$ cat src/rtl/minbd_pkg.sv
// Shared types and defaults for the MinBD router side buffer.
package minbd_pkg;

  localparam int FLIT_W_DEFAULT    = 64;
  localparam int DEPTH_DEFAULT     = 4;
  localparam int STARVE_TH_DEFAULT = 2;

  typedef logic [FLIT_W_DEFAULT-1:0] flit_t;

  typedef enum logic [1:0] {
    SB_EMPTY    = 2'd0,
    SB_WAIT     = 2'd1,
    SB_REDIRECT = 2'd2
  } sb_state_t;

endpackage

$ cat src/rtl/side_buffer_if.sv
// Flit ingress/egress bundle for the side buffer; master is the router pipeline.
interface side_buffer_if #(
  parameter int FLIT_W = minbd_pkg::FLIT_W_DEFAULT,
  parameter int DEPTH  = minbd_pkg::DEPTH_DEFAULT
);
  import minbd_pkg::*;

  logic                         in_valid;
  logic [FLIT_W-1:0]            in_flit;
  logic                         in_ready;
  logic                         out_valid;
  logic [FLIT_W-1:0]            out_flit;
  logic                         out_grant;
  logic                         slot_free;
  logic                         redirect_req;
  logic [$clog2(DEPTH+1)-1:0]   count;
  logic                         overflow_err;
  sb_state_t                    state;

  modport master (
    output in_valid, in_flit, out_grant, slot_free,
    input  in_ready, out_valid, out_flit, redirect_req, count, overflow_err, state
  );

  modport slave (
    input  in_valid, in_flit, out_grant, slot_free,
    output in_ready, out_valid, out_flit, redirect_req, count, overflow_err, state
  );

endinterface

$ cat src/rtl/side_buffer_starve_ctr.sv
// Head-of-line aging FSM: requests a forced slot once the head has waited STARVE_TH cycles.
module side_buffer_starve_ctr #(
  parameter int STARVE_TH = minbd_pkg::STARVE_TH_DEFAULT
) (
  input  logic                 clk,
  input  logic                 reset,
  input  logic                 occupied_i,
  input  logic                 pop_i,
  output logic                 redirect_req_o,
  output minbd_pkg::sb_state_t state_o
);
  import minbd_pkg::*;

  localparam logic [7:0] TH = 8'(STARVE_TH);

  sb_state_t  state_q;
  logic       redirect_req_q;
  logic [7:0] starve_cnt_q;
  logic [7:0] starve_inc_s;

  assign starve_inc_s   = (starve_cnt_q == 8'hFF) ? 8'hFF : starve_cnt_q + 8'd1;
  assign redirect_req_o = redirect_req_q;
  assign state_o        = state_q;

  // occupied_i is the post-edge occupancy, so a drain-with-refill keeps the FSM in WAIT.
  always_ff @(posedge clk or posedge reset) begin
    if (reset) begin
      state_q        <= SB_EMPTY;
      redirect_req_q <= 1'b0;
      starve_cnt_q   <= 8'd0;
    end else begin
      case (state_q)
        SB_EMPTY: begin
          starve_cnt_q   <= 8'd0;
          redirect_req_q <= 1'b0;
          state_q        <= occupied_i ? SB_WAIT : SB_EMPTY;
        end
        SB_WAIT: begin
          if (pop_i) begin
            starve_cnt_q   <= 8'd0;
            redirect_req_q <= 1'b0;
            state_q        <= occupied_i ? SB_WAIT : SB_EMPTY;
          end else if (starve_inc_s >= TH) begin
            starve_cnt_q   <= TH;
            redirect_req_q <= 1'b1;
            state_q        <= SB_REDIRECT;
          end else begin
            starve_cnt_q   <= starve_inc_s;
            redirect_req_q <= 1'b0;
            state_q        <= SB_WAIT;
          end
        end
        SB_REDIRECT: begin
          if (pop_i) begin
            starve_cnt_q   <= 8'd0;
            redirect_req_q <= 1'b0;
            state_q        <= occupied_i ? SB_WAIT : SB_EMPTY;
          end else begin
            starve_cnt_q   <= TH;
            redirect_req_q <= 1'b1;
            state_q        <= SB_REDIRECT;
          end
        end
        default: begin
          starve_cnt_q   <= 8'd0;
          redirect_req_q <= 1'b0;
          state_q        <= SB_EMPTY;
        end
      endcase
    end
  end

endmodule

$ cat src/rtl/side_buffer.sv
// Deflection side buffer: small FIFO of deflected flits offered back for reinjection.
module side_buffer #(
  parameter int FLIT_W    = minbd_pkg::FLIT_W_DEFAULT,
  parameter int DEPTH     = minbd_pkg::DEPTH_DEFAULT,
  parameter int STARVE_TH = minbd_pkg::STARVE_TH_DEFAULT
) (
  input logic          clk,
  input logic          reset,
  side_buffer_if.slave sb
);
  import minbd_pkg::*;

  localparam int CW = $clog2(DEPTH + 1);
  localparam int PW = $clog2(DEPTH);
  localparam logic [PW-1:0] LAST_PTR = PW'(DEPTH - 1);
  localparam logic [CW-1:0] FULL_CNT = CW'(DEPTH);

  logic [FLIT_W-1:0] mem_q [DEPTH];
  logic [PW-1:0]     rd_ptr_q, rd_ptr_d;
  logic [PW-1:0]     wr_ptr_q, wr_ptr_d;
  logic [CW-1:0]     count_q, count_d;
  logic              overflow_q, overflow_d;
  logic              full_s, empty_s, push_s, pop_s;

  assign full_s  = (count_q == FULL_CNT);
  assign empty_s = (count_q == {CW{1'b0}});
  assign push_s  = sb.in_valid && !full_s;
  assign pop_s   = sb.out_grant && !empty_s;

  assign sb.in_ready     = !full_s;
  assign sb.out_valid    = !empty_s;
  assign sb.out_flit     = empty_s ? {FLIT_W{1'b0}} : mem_q[rd_ptr_q];
  assign sb.count        = count_q;
  assign sb.overflow_err = overflow_q;

  // Next-state pointers, occupancy and sticky overflow; wrap by compare for any DEPTH.
  always_comb begin
    wr_ptr_d   = wr_ptr_q;
    rd_ptr_d   = rd_ptr_q;
    count_d    = count_q;
    overflow_d = overflow_q;
    if (push_s) begin
      wr_ptr_d = (wr_ptr_q == LAST_PTR) ? {PW{1'b0}} : wr_ptr_q + PW'(1);
    end else begin
      wr_ptr_d = wr_ptr_q;
    end
    if (pop_s) begin
      rd_ptr_d = (rd_ptr_q == LAST_PTR) ? {PW{1'b0}} : rd_ptr_q + PW'(1);
    end else begin
      rd_ptr_d = rd_ptr_q;
    end
    case ({push_s, pop_s})
      2'b10:   count_d = count_q + CW'(1);
      2'b01:   count_d = count_q - CW'(1);
      default: count_d = count_q;
    endcase
    if (sb.in_valid && full_s) begin
      overflow_d = 1'b1;
    end else begin
      overflow_d = overflow_q;
    end
  end

  // Control state registers.
  always_ff @(posedge clk or posedge reset) begin
    if (reset) begin
      wr_ptr_q   <= {PW{1'b0}};
      rd_ptr_q   <= {PW{1'b0}};
      count_q    <= {CW{1'b0}};
      overflow_q <= 1'b0;
    end else begin
      wr_ptr_q   <= wr_ptr_d;
      rd_ptr_q   <= rd_ptr_d;
      count_q    <= count_d;
      overflow_q <= overflow_d;
    end
  end

  // Flit storage carries no reset; out_flit is gated while empty instead.
  always_ff @(posedge clk) begin
    if (push_s) begin
      mem_q[wr_ptr_q] <= sb.in_flit;
    end
  end

  side_buffer_starve_ctr #(.STARVE_TH(STARVE_TH)) u_starve (
    .clk            (clk),
    .reset          (reset),
    .occupied_i     (count_d != {CW{1'b0}}),
    .pop_i          (pop_s),
    .redirect_req_o (sb.redirect_req),
    .state_o        (sb.state)
  );

endmodule
$ cat src/flat_wrapper.sv
// flat-port wrapper written by rule: the top's interface ports become plain ports
module side_buffer_flat import minbd_pkg::*;
#(
  parameter int FLIT_W    = minbd_pkg::FLIT_W_DEFAULT,
  parameter int DEPTH     = minbd_pkg::DEPTH_DEFAULT,
  parameter int STARVE_TH = minbd_pkg::STARVE_TH_DEFAULT
)
  (clk, reset, sb_in_valid, sb_in_flit, sb_out_grant, sb_slot_free, sb_in_ready, sb_out_valid, sb_out_flit, sb_redirect_req, sb_count, sb_overflow_err, sb_state);
  side_buffer_if #(.FLIT_W(FLIT_W), .DEPTH(DEPTH)) sb_i ();
  input logic clk;
  input logic reset;
  input wire logic [$bits(sb_i.in_valid)-1:0] sb_in_valid;
  input wire logic [$bits(sb_i.in_flit)-1:0] sb_in_flit;
  input wire logic [$bits(sb_i.out_grant)-1:0] sb_out_grant;
  input wire logic [$bits(sb_i.slot_free)-1:0] sb_slot_free;
  output wire logic [$bits(sb_i.in_ready)-1:0] sb_in_ready;
  output wire logic [$bits(sb_i.out_valid)-1:0] sb_out_valid;
  output wire logic [$bits(sb_i.out_flit)-1:0] sb_out_flit;
  output wire logic [$bits(sb_i.redirect_req)-1:0] sb_redirect_req;
  output wire logic [$bits(sb_i.count)-1:0] sb_count;
  output wire logic [$bits(sb_i.overflow_err)-1:0] sb_overflow_err;
  output wire logic [$bits(sb_i.state)-1:0] sb_state;
  assign sb_i.in_valid = sb_in_valid;
  assign sb_i.in_flit = sb_in_flit;
  assign sb_i.out_grant = sb_out_grant;
  assign sb_i.slot_free = sb_slot_free;
  assign sb_in_ready = sb_i.in_ready;
  assign sb_out_valid = sb_i.out_valid;
  assign sb_out_flit = sb_i.out_flit;
  assign sb_redirect_req = sb_i.redirect_req;
  assign sb_count = sb_i.count;
  assign sb_overflow_err = sb_i.overflow_err;
  assign sb_state = sb_i.state;
  side_buffer #(.FLIT_W(FLIT_W), .DEPTH(DEPTH), .STARVE_TH(STARVE_TH)) u_core (.clk(clk), .reset(reset), .sb(sb_i));
endmodule
$ cat config.mk
export PLATFORM = sky130hd
export DESIGN_NAME = side_buffer_flat
export DESIGN_NICKNAME = d
export VERILOG_FILES = /design/src/rtl/minbd_pkg.sv /design/src/rtl/side_buffer_if.sv /design/src/rtl/side_buffer_starve_ctr.sv /design/src/rtl/side_buffer.sv /design/src/flat_wrapper.sv
export SDC_FILE = /design/constraint.sdc
export NUM_CORES = 1
export LEC_CHECK = 0
export BUFFER_PORTS_ARGS = -buffer_cell sky130_fd_sc_hd__clkbuf_2
export CORE_MARGIN = 10
export CORE_UTILIZATION = 44
export CTS_BUF_LIST = sky130_fd_sc_hd__clkbuf_16
export DETAILED_ROUTE_END_ITERATION = 10
export PLACE_DENSITY_LB_ADDON = 0.15
export SYNTH_ARGS = -nofsm -noshare
export SYNTH_HDL_FRONTEND = slang
export SYNTH_SLANG_ARGS = --single-unit
$ cat constraint.sdc
create_clock -name clk -period 7.57 [get_ports clk]
set_input_delay 1.514 -clock clk [delete_from_list [all_inputs] [get_ports clk]]
set_output_delay 1.514 -clock clk [all_outputs]
set_load 0.02 [all_outputs]
==> results_dict.tcl <==
set metrics [dict create \
    area_growth_pct 17.66 \
    start_util_pct 45.03 \
    totalWireLength_mm 20.30 \
    cpMaxStageDelayCell "dfrtp_4" \
    hold_viol 0 \
    grt_pass1_wl_mm 31.97 \
    die_w_microns 175.5 \
    ctsHoldBuffers 0 \
    p_leak_nw 4.418 \
    place.port_buffers 140 \
    drive_above_1_share_pct 37.97 \
    ys_top_cells_by_area "edfxtp_1 (72%), mux4_2 (14%), dfrtp_1 (4.5%)" \
    grt_usage_pct 13.13 \
    grt_pass1_vias 5800 \
    timing.final.crit_share_pct 60.82 \
    critPathKind "reg2out" \
    fin_setup_tns_ps 0 \
    path_buf_inv 2 \
    maxClockFrequency_ghz 0.2172 \
    arrival_ps 3090 \
    synth.largest_area_cell "edfxtp_1" \
    antenna_cells 0 \
    cpPeakStageDelay_ps 840 \
    wl_per_cell_microns 20.54 \
    cp-start-kind "flop" \
    cts_resized 0 \
    cp_cell_sequence "buf_4 -> mux4_2 -> and2_1 -> clkbuf_2" \
    setup_violations 0 \
    cts_buffer_depth 3 \
    first_pass_iters 4 \
    fp.dieH_microns 175.5 \
    rsz0062_at_grt "false" \
    ys_ff_latch 275 \
    path_delay_family "buffers and inverters" \
    relSlewSlack_pct 29.69 \
    grt_antenna_before_repair 0 \
    seq_area_sq_um 8170 \
    maxCapViolCount 0 \
    synth_cells 492 \
    clk_pin_slew_ps 60 \
    grt.overflow.total 0 \
    hp-class "reg2reg" \
    end_kind "primary output" \
    hpwl_mm 11.53 \
    die_area_sq_um 30780 \
    layout.nets 728 \
    dpl_cell_area_sq_um 11660 \
    cts_root_buf "clkbuf_16" \
    fin_area_sq_um 12510 \
    multi_input_area_sq_um 2347 \
    ir_worst_vdd_v 0.0002619 \
    worst_hold_slack_ps 463.9 \
    path_max_fanout 36 \
    slew_violations 0 \
    core_area_sq_um 23610 \
    cts_made_buffers 28 \
    ys_seq_area_share_pct 76.77 \
    ant_nets 0 \
    final_util_pct 52.98 \
    numClockSinks 275 \
    synth_top_area_share_pct 72.30 \
    worst_slew_pin_slew_ps 1055 \
    layout_min_cycle_time_ps 4604 \
    synth_cell_types 38 \
    fin_skew_ps 8.449 \
    drt_iter0_drc 252 \
    grt_max_degree 68 \
    layout_common_cells "edfxtp_1 (256), clkbuf_2 (140), mux4_2 (64), and2_1 (64), clkbuf_16 (29)" \
    drc 0 \
    rows 56 \
    ys_warn_count 0 \
    dr_total_vias 5074 \
    power_density_nw_per_um2 417.3 \
    vias_per_cell 5.136 \
    worstSkewPairLatency_ps 530 \
    syn_avg_cell_area_sq_um 21.61 \
    status "finished, final reports clean" \
    cts_max_level 1 \
    fillCellCount 1921 \
    gp_congestion 0.7393 \
    postCtsSetupRepairBufs 0 \
    required_ps 6060 \
    syn_area_sq_um 10630 \
    layout_commonest_cell "edfxtp_1" \
    cts_tree "done" \
    io_pins 142 \
]
-- flip-flops by register name, summed over array words and instances (netlist names) --
| signal | flops |
|---|---|
| u_core.u_starve.redirect_req_o | 1 |
| u_core.rd_ptr_q | 2 |
| u_core.u_starve.starve_cnt_q | 8 |
| u_core.sb.count | 3 |
| u_core.u_starve.state_o | 2 |
| u_core.sb.overflow_err | 1 |
| u_core.wr_ptr_q | 2 |
| u_core.mem_q | 256 |
-- per-layer routing --
| metal | global-route usage [%] | part of all wire, % | up-vias |
|---|---|---|---|
| met2 | 23.08 | 51 | 126 |
| met4 | 3.709 | 2.4 | 0 |
| met1 | 15.35 | 40 | 2626 |
| li1 | - | - | 2290 |
| met3 | 3.839 | 6.7 | 32 |
| met5 | 0 | 0 | - |
-- per-stage QoR --
step / std cells / power (mW) / setup WS [ps]
after floorplan: 497 / 3.461 / 4072
after global placement: 936 / 4.036 / 3421
after detailed placement: 936 / 4.065 / 3411
after CTS: 988 / 5.332 / 2820
after global routing: 988 / 5.522 / 2693
final: 988 / 5.221 / 2966
-- Yosys cell counts, drive strengths merged --
cell and number:
edfxtp 256, and2 64, mux4 64, dfrtp 19, buf 13, ha 11, inv 10, clkbuf 8
nand2 6, nor2 5, a21oi 4, and3 4, mux2 3, o21ai 3, xnor2 2, xor2 2
a2111oi 1, a211oi 1, a21boi 1, a21o 1, a31o 1, and4 1, conb 1, fa 1
nand2b 1, nand3 1, nand3b 1, nand4 1, nor3 1, nor4 1, o21a 1, o2bb2ai 1
or3 1, or3b 1
-- where the power goes --
group          switching [mW]  leakage, nW  total [mW]  internal, mW
logic                    1.00         1.41        1.76         0.756
registers               0.206         2.57        2.21          2.01
clock network           0.533        0.439        1.25         0.720
total                    1.74         4.42        5.22          3.48
-- kinds of logic after synthesis --
logic type	after synthesis	share of synthesized area [%]
adders and majority gates	12	1.483
other	1	0.03527
xor gates and xnor gates	4	0.3295
AOI/OAI and AO/OA	14	0.9179
and+or+nand+nor	88	5.072
muxes	67	13.87
DFF	275	76.77
buffers and inverters	31	1.518
-- layout make-up --
| type | instances | area share, % |
|---|---|---|
| Clock buffer | 29 | 5.801 |
| Timing Repair Buffer | 141 | 5.661 |
| Sequential cell | 275 | 65.31 |
| Clock inverter | 23 | 0.9801 |
| Tap cell | 319 | 3.190 |
| Inverter | 10 | 0.3000 |
| Multi-Input combinational cell | 191 | 18.76 |
-- final timing paths --
kind	start	to	slack, ps	cells after the start
worst max-delay path	u_core.rd_ptr_q[0]$_DFFE_PP0P_	sb_out_flit[0]	2970	4
worst min-delay path	u_core.sb.overflow_err$_DFFE_PP0P_	u_core.sb.overflow_err$_DFFE_PP0P_	460	1
worst max register to register	u_core.sb.count[0]$_DFF_PP0_	u_core.u_starve.state_o[0]$_DFF_PP0_	4880	10
worst min register to register	u_core.sb.overflow_err$_DFFE_PP0P_	u_core.sb.overflow_err$_DFFE_PP0P_	460	1
max in group asynchronous	reset	u_core.rd_ptr_q[0]$_DFFE_PP0P_	5940	2
min in group asynchronous	reset	u_core.sb.count[2]$_DFF_PP0_	1090	2
(Power assumes the default switching activity.)
